File: config.mk
export PLATFORM = sky130hd
export DESIGN_NAME = la_readout_ctrl
export DESIGN_NICKNAME = d
export VERILOG_FILES = /design/src/rtl/la_readout_ctrl.sv
export SDC_FILE = /design/constraint.sdc
export NUM_CORES = 1
export LEC_CHECK = 0
export ABC_AREA = 1
export CAP_MARGIN = 15
export CORE_ASPECT_RATIO = 0.8
export CORE_MARGIN = 2
export CORE_UTILIZATION = 40
export CTS_CLUSTER_SIZE = 30
export DETAILED_ROUTE_END_ITERATION = 10
export GPL_TIMING_DRIVEN = 0
export SYNTH_ARGS = -nofsm -noshare
export SYNTH_HDL_FRONTEND = slang
export SYNTH_SLANG_ARGS = --single-unit
export TNS_END_PERCENT = 100
File: constraint.sdc
create_clock -name clk -period 2.33 [get_ports clk]
set_input_delay 0.466 -clock clk [delete_from_list [all_inputs] [get_ports clk]]
set_output_delay 0.466 -clock clk [all_outputs]
set_load 0.01 [all_outputs]
File: src/rtl/la_readout_ctrl.sv
// Capture/dump sequencer for the RedTin logic analyzer: re-arms the analyzer, waits for done,
// then streams a header byte followed by every buffer word (MSB byte first) over valid/ready.
//
// state     | meaning
// ----------+---------------------------------------------------------------
// IDLE      | waiting for arm
// WAIT_DONE | analyzer re-armed, waiting for la_done (first cycle ignored)
// HEADER    | presenting HEADER_BYTE
// RD_WAIT   | waiting READ_LATENCY+1 clocks for la_read_data to settle
// SEND      | presenting the bytes of the latched word
// FINISH    | pulsing la_reset and dump_done, then back to IDLE
module la_readout_ctrl #(
    parameter int          DATA_WIDTH   = 128,
    parameter int          DEPTH        = 512,
    parameter int          ADDR_WIDTH   = 9,
    parameter int          READ_LATENCY = 2,
    parameter logic [7:0]  HEADER_BYTE  = 8'hA5
) (
    input  logic                  clk,
    input  logic                  reset_n,
    input  logic                  arm,
    input  logic                  abort,
    input  logic                  la_done,
    input  logic [DATA_WIDTH-1:0] la_read_data,
    output logic                  la_reset,
    output logic [ADDR_WIDTH-1:0] la_read_addr,
    output logic [7:0]            tx_data,
    output logic                  tx_valid,
    input  logic                  tx_ready,
    output logic                  busy,
    output logic                  dump_done
);

    localparam int NB    = DATA_WIDTH / 8;
    localparam int IDX_W = (NB > 1) ? $clog2(NB) : 1;

    typedef enum logic [2:0] {
        S_IDLE, S_WAIT_DONE, S_HEADER, S_RD_WAIT, S_SEND, S_FINISH
    } state_t;

    state_t                state_q, state_d;
    logic                  first_q, first_d;
    logic [2:0]            cnt_q, cnt_d;
    logic [IDX_W-1:0]      idx_q, idx_d;
    logic [DATA_WIDTH-1:0] word_q, word_d;
    logic [ADDR_WIDTH-1:0] addr_q, addr_d;
    logic                  la_reset_q, la_reset_d;
    logic                  dump_done_q, dump_done_d;
    logic [DATA_WIDTH-1:0] word_shift;
    logic                  xfer;

    assign tx_valid     = (state_q == S_HEADER) || (state_q == S_SEND);
    assign xfer         = tx_valid && tx_ready;
    assign busy         = (state_q != S_IDLE);
    assign la_reset     = la_reset_q;
    assign dump_done    = dump_done_q;
    assign la_read_addr = addr_q;
    assign word_shift   = word_q << {idx_q, 3'b000};

    always_comb begin
        tx_data = '0;
        if (state_q == S_HEADER)
            tx_data = HEADER_BYTE;
        else if (state_q == S_SEND)
            tx_data = word_shift[DATA_WIDTH-1 -: 8];
    end

    always_comb begin
        state_d     = state_q;
        first_d     = first_q;
        cnt_d       = cnt_q;
        idx_d       = idx_q;
        word_d      = word_q;
        addr_d      = addr_q;
        la_reset_d  = 1'b0;
        dump_done_d = 1'b0;

        case (state_q)
            S_IDLE: begin
                if (arm && !abort) begin
                    state_d    = S_WAIT_DONE;
                    first_d    = 1'b1;
                    la_reset_d = 1'b1;
                end
            end
            S_WAIT_DONE: begin
                // a done left over from before the re-arm is still visible on the first cycle
                first_d = 1'b0;
                if (la_done && !first_q) begin
                    addr_d  = '0;
                    state_d = S_HEADER;
                end
            end
            S_HEADER: begin
                if (xfer) begin
                    cnt_d   = 3'(READ_LATENCY);
                    state_d = S_RD_WAIT;
                end
            end
            S_RD_WAIT: begin
                if (cnt_q == 3'd0) begin
                    word_d  = la_read_data;
                    idx_d   = '0;
                    state_d = S_SEND;
                end else begin
                    cnt_d = cnt_q - 3'd1;
                end
            end
            S_SEND: begin
                if (xfer) begin
                    if (idx_q != IDX_W'(NB - 1)) begin
                        idx_d = idx_q + IDX_W'(1);
                    end else if (addr_q == ADDR_WIDTH'(DEPTH - 1)) begin
                        state_d     = S_FINISH;
                        la_reset_d  = 1'b1;
                        dump_done_d = 1'b1;
                    end else begin
                        addr_d  = addr_q + ADDR_WIDTH'(1);
                        cnt_d   = 3'(READ_LATENCY);
                        state_d = S_RD_WAIT;
                    end
                end
            end
            S_FINISH: state_d = S_IDLE;
            default:  state_d = S_IDLE;
        endcase

        if (abort && (state_q != S_IDLE)) begin
            state_d     = S_IDLE;
            la_reset_d  = 1'b1;
            dump_done_d = 1'b0;
        end
    end

    always_ff @(posedge clk or negedge reset_n) begin
        if (!reset_n) begin
            state_q     <= S_IDLE;
            first_q     <= 1'b0;
            cnt_q       <= '0;
            idx_q       <= '0;
            word_q      <= '0;
            addr_q      <= '0;
            la_reset_q  <= 1'b0;
            dump_done_q <= 1'b0;
        end else begin
            state_q     <= state_d;
            first_q     <= first_d;
            cnt_q       <= cnt_d;
            idx_q       <= idx_d;
            word_q      <= word_d;
            addr_q      <= addr_d;
            la_reset_q  <= la_reset_d;
            dump_done_q <= dump_done_d;
        end
    end

endmodule

---- Word level (Yosys, flattened, before mapping) ----
Index checks and enable logic that the tools add are counted.
word-level totals
  input bits .............................. 134
  output and inout bits ................... 21
  register bits after elaboration ......... 150
cells by class
  equality and inequality tests ........... 21
  shift operators ......................... 1
  mux-type cells .......................... 36
  reductions and logical operators ........ 20
  add/sub/neg operators ................... 3
operator list
  operator                                              count
  << shifter 128 x 7 -> 128 bit                         1
  two-way mux 3 bit                                     13
  two-way mux 9 bit                                     4
  one-hot mux 9 bit (2 select lines)                    1
  two-way mux 8 bit                                     2
  != test 2 bit (second input constant)                 8
  one-hot mux 3 bit (5 select lines)                    1
  two-way mux 4 bit                                     3
  AND reduction 6 bit                                   2
  adder 9 x 1 -> 9 bit (second input constant)          1
  equality test 9 bit (second input constant)           1
  != test 3 x 2 -> 1 bit (second input constant)        3
  != test 3 bit (second input constant)                 3
  one-hot mux 3 bit (3 select lines)                    1
  two-way mux 1 bit                                     8
  one-hot mux 4 bit (2 select lines)                    1
  equality test 3 x 2 -> 1 bit (second input constant)  2
  zero test 3 bit                                       2
  nonzero test 2 bit                                    3
  nonzero test 3 bit                                    2
  AND reduction 5 bit                                   1
  adder 4 x 1 -> 4 bit (second input constant)          1
  logical AND 1 bit                                     4
  != test 4 bit (second input constant)                 1
  other kinds (9)                                       12

---- Depth between registers and ports, before layout ----
  depth after elaboration ................. 6
  depth in mapped cells ................... 12
  depth with buffers taken out ............ 11

---- Worst setup path after synthesis ----
OpenSTA, ideal clock, no wires.
  path kind ............................... flip-flop to flip-flop
  start ................................... reg addr_q[0], in the netlist la_read_addr[0]
  end ..................................... reg addr_q[7], in the netlist la_read_addr[7]
  clock period less this slack ............ 1,873 ps
  data required time ...................... 2,209 ps
  arrival ................................. 1,752 ps
  path buffers ............................ 1
  setup slack ............................. 457 ps
  cell stages (with the launch flop) ...... 13
  path through ............................ dfrtp_1 -> ha_1 -> nand3_1 -> nor4_1 -> ha_1 -> inv_1 -> nor2_2 -> nor2_4 -> nand2_2 -> nor2_4 -> buf_6 -> nand2_1 -> o21ai_1
between the ends
  word-level cells in the longest chain between the ends .. 5
  elaborated cells between the ends (all ways) .. 8
  classes of those cells .................. 1 x add/sub; 2 x eq/ne; 4 x mux; 1 x reduce/logical
RTL lines
  element                             RTL line  RTL
  start, declared                     46        logic [ADDR_WIDTH-1:0] addr_q, addr_d;
  start signal, assigned              151       addr_q <= addr_d;
  adder 9 x 1 -> 9 bit                118       addr_d = addr_q + ADDR_WIDTH'(1);
  two-way mux 9 bit                   113       end else if (addr_q == ADDR_WIDTH'(DEPTH - 1)) begin
  two-way mux 9 bit                   111       if (idx_q != IDX_W'(NB - 1)) begin
  two-way mux 9 bit                   110       if (xfer) begin
  one-hot mux 9 bit (2 select lines)  78        case (state_q)
Several ways; a longest one is shown, not always the timed one. The select of a mux whose other input is x is not followed.
A chain may end at the register's enable or synchronous reset.

---- Worst setup path in the final report ----
  start ................................... reg idx_q[0]
  end ..................................... out tx_data[4]
between the ends
  word-level cells in the longest chain between the ends .. 3
RTL lines
  element                        RTL line  RTL
  start, declared                44        logic [IDX_W-1:0] idx_q, idx_d;
  start signal, assigned         149       idx_q <= idx_d;
  << shifter 128 x 7 -> 128 bit  58        assign word_shift = word_q << {idx_q, 3'b000};
  two-way mux 8 bit              64        else if (state_q == S_SEND)
  two-way mux 8 bit              62        if (state_q == S_HEADER)
  end, declared                  27        output logic [7:0] tx_data,
No other way between the ends.

==> results.txt <==
Fin util = 57.3%
CTS tree = built
Worst Max-Slew Pin Slew = 538 ps
Layout cells sized above 1 = 12.9%
# nets final = 1335
Htree depth = 4
Fill cell count = 1738
Mean Syn Cell Area = 7.39 µm²
Inserted Diodes = 0
CP startpoint kind = flip-flop
Area grow syn2layout = 39.7%
Endpoints failing hold = 0
Post-DR vias/cell = 4.96
Clock root buffer = clkbuf_16
Worst slack at placement = -635 ps
Setup CP Type = reg2out
Vias in the first global route = 6975
Fin crit period = 2540 ps
Final Cell Area = 0.0104 mm²
Met2 usage = 36.4%
Clk_lat worst skew = 430 ps
Initial Util = 41.0%
Antenna Nets Post-Route = 0
Slew HR = 64.1%
Final setup viols = 8
RSZ-0062 raised after global routing = true
WP data arrival = 2080 ps
Largest cells by area after synthesis = dfrtp_1 50%, nand2_1 23%, nand3_1 5.6%
Max IR drop VDD = 0.000627 V
Wire per inst = 16.4 µm
Max Slew Vio Count = 0
Total I/O pin count = 155
Maximum clock rate = 393 MHz
CTS max path bufs = 2
Pin count of the biggest net entering global routing = 97
Seq/Total Area, Yosys = 50.2%
Cells after Synth = 1012
Worst-path clk slew = 70 ps
Yosys reg bits = 150
Final wirelength = 24000 µm
Failing checks = negative setup slack
Die height = 126 µm
Final WS setup = -213 ps
CP Max Fanout = 10
DIE WIDTH = 157 µm
Largest area contributor in the netlist = dfrtp_1
GR Util met1 = 35.7%
Hpwl dp = 17200 µm
1st-pass router iterations = 5
Pwr dens = 1230 mW/mm²
Core box area = 0.0182 mm²
Overall power = 12.9 mW
Final Skew = 8.60 ps
Mapped Area = 0.00748 mm²
GRT Total Usage = 24.7%
Number of remaining DRC errors = 0
Fin cells = 1462
Routed vias = 7253
CP Capture Type = output port
Cell count after placement = 1420
Met3 Track Usage GR = 5.98%
Area after DPL = 0.00937 mm²
Required time worst endpoint = 1860 ps
GP Congestion = 0.871
Status = finished with violations
Top Usage Layer GRT = met2
Site Rows = 44
Initial antenna violation count = 0
Number of port buffers = 154
Synth warn = 0
First-pass GRT wire length = 37100 µm
Mapped Nets = 1151
Leak Pwr = 5.03 nW
Max Cap Violations = 0
Number of buffers created by CTS = 17
Die area = 0.0198 mm²
Hold WC Path Type = reg2reg
DRC marker count from the first detailed-route iteration = 738
GRT Residual Overflow = 0
Synth top area share = 50.2%
CTS sink cnt = 150
Number of distinct library cells after synthesis = 31
Crit share post-route = 109%
cells by family (layout without fill, tap and decap cells):
kind of cell               count (synthesis)  after routing  synth area share, %
and+or+nand+nor                          669            669                 36.0
DFF                                      150            150                 50.2
buffers and inverters                    102            299                 6.89
AOI/OAI and AO/OA                         82             82                 5.64
adders and majority gates                  5              5                0.836
xor gates and xnor gates                   4              4                0.468
placed cells by master (no fill, tap or decap), types with 8 or more instances in the layout:
cell type	instances
dfrtp_1	149
clkdlybuf4s50_1	145
nand3_2	8
o21ai_1	15
nand2_1	452
buf_6	21
buf_2	17
o21ai_0	51
nand3_1	75
nor2_1	94
clkbuf_16	19
inv_1	41
nand2_2	13
nor2_2	11
sequential cells by signal (all words and copies together), names as in the netlist:
register      flops
first_q           1
state_q           3
dump_done         1
la_reset          1
la_read_addr      9
idx_q             4
cnt_q             3
word_q          128
cell usage after synthesis:
master,count
nand2_2,2
nor2_4,3
inv_2,6
nor3_1,2
nor3b_1,1
o21ai_0,67
nand4_1,3
nor2_2,6
nand3b_1,1
o31ai_1,1
nor2_1,100
ha_1,5
o21ai_1,4
or2_2,2
nand3_1,84
nand2_1,463
buf_6,12
buf_1,1
buf_4,4
a21boi_0,1
dfrtp_1,150
nand2_4,1
buf_2,20
inv_1,41
a31oi_1,1
nor4_1,1
inv_4,1
o211ai_1,2
clkbuf_1,17
xor2_1,4
a21oi_1,6
layout make-up:
type	instances	area (µm²)	area share [%]
buffer	53	479	4.59
clock buffer	18	439	4.20
clock inverter	14	178	1.70
inverter	48	198	1.89
multi-input combinational	760	3350	32.1
sequential	150	3750	35.9
tap	253	317	3.03
timing repair buffer	166	1730	16.6
path summary, 6_finish.rpt:
check | startpoint | endpoint | slack (ps) | depth (start not counted)
min in group asynchronous | reset_n | word_q[0]$_DFFE_PN0N_ | 540 | 2
max in group asynchronous | reset_n | word_q[73]$_DFFE_PN0N_ | 900 | 3
max reg2reg | la_read_addr[0]$_DFFE_PN0P_ | la_read_addr[1]$_DFFE_PN0P_ | 230 | 12
min | word_q[9]$_DFFE_PN0N_ | word_q[9]$_DFFE_PN0N_ | 480 | 2
max | idx_q[0]$_DFFE_PN0P_ | tx_data[4] | -210 | 10
min reg2reg | word_q[9]$_DFFE_PN0N_ | word_q[9]$_DFFE_PN0N_ | 480 | 2
metal layers:
metal,routed length [µm],vias to the layer above
li1,-,3545
met1,11100,3351
met2,10300,308
met3,1870,49
met4,713,0
met5,0,-
power breakdown:
group | leakage, nW | internal, mW | total (mW) | switching (mW)
clock network | 0.300 | 1.72 | 2.90 | 1.17
registers | 1.68 | 3.81 | 4.54 | 0.723
logic | 3.05 | 2.29 | 5.46 | 3.17
total | 5.03 | 7.83 | 12.9 | 5.06
per-stage QoR:
| step | hold WS [ps] | TNS (ps) |
|---|---|---|
| after floorplan | 170 | 0 |
| after global placement | 456 | -819360 |
| after detailed placement | 462 | -3740 |
| after CTS | 478 | -1280 |
| after global routing | 491 | -2010 |
| final | 481 | -1480 |
repair_timing:
action / in CTS / in global routing
pin swaps: 14 / 25
gates resized for setup: 110 / 45
gates cloned: 4 / 2
setup buffers: 3 / 2
endpoints found under the hold margin: 5 / 0
endpoints found under the setup margin: 9 / 16
hold buffers: 1 / 0
worst max-delay path: stages (launching register included):
cell	delay (ps)
dfrtp_1	400
buf_4	150
buf_8	140
buf_8	150
nor2_1	60
nor2_1	70
o21ai_0	130
nand3_1	90
nand3_1	120
a21oi_2	190
buf_2	150
No activity file was read; power rests on OpenSTA's default activity.
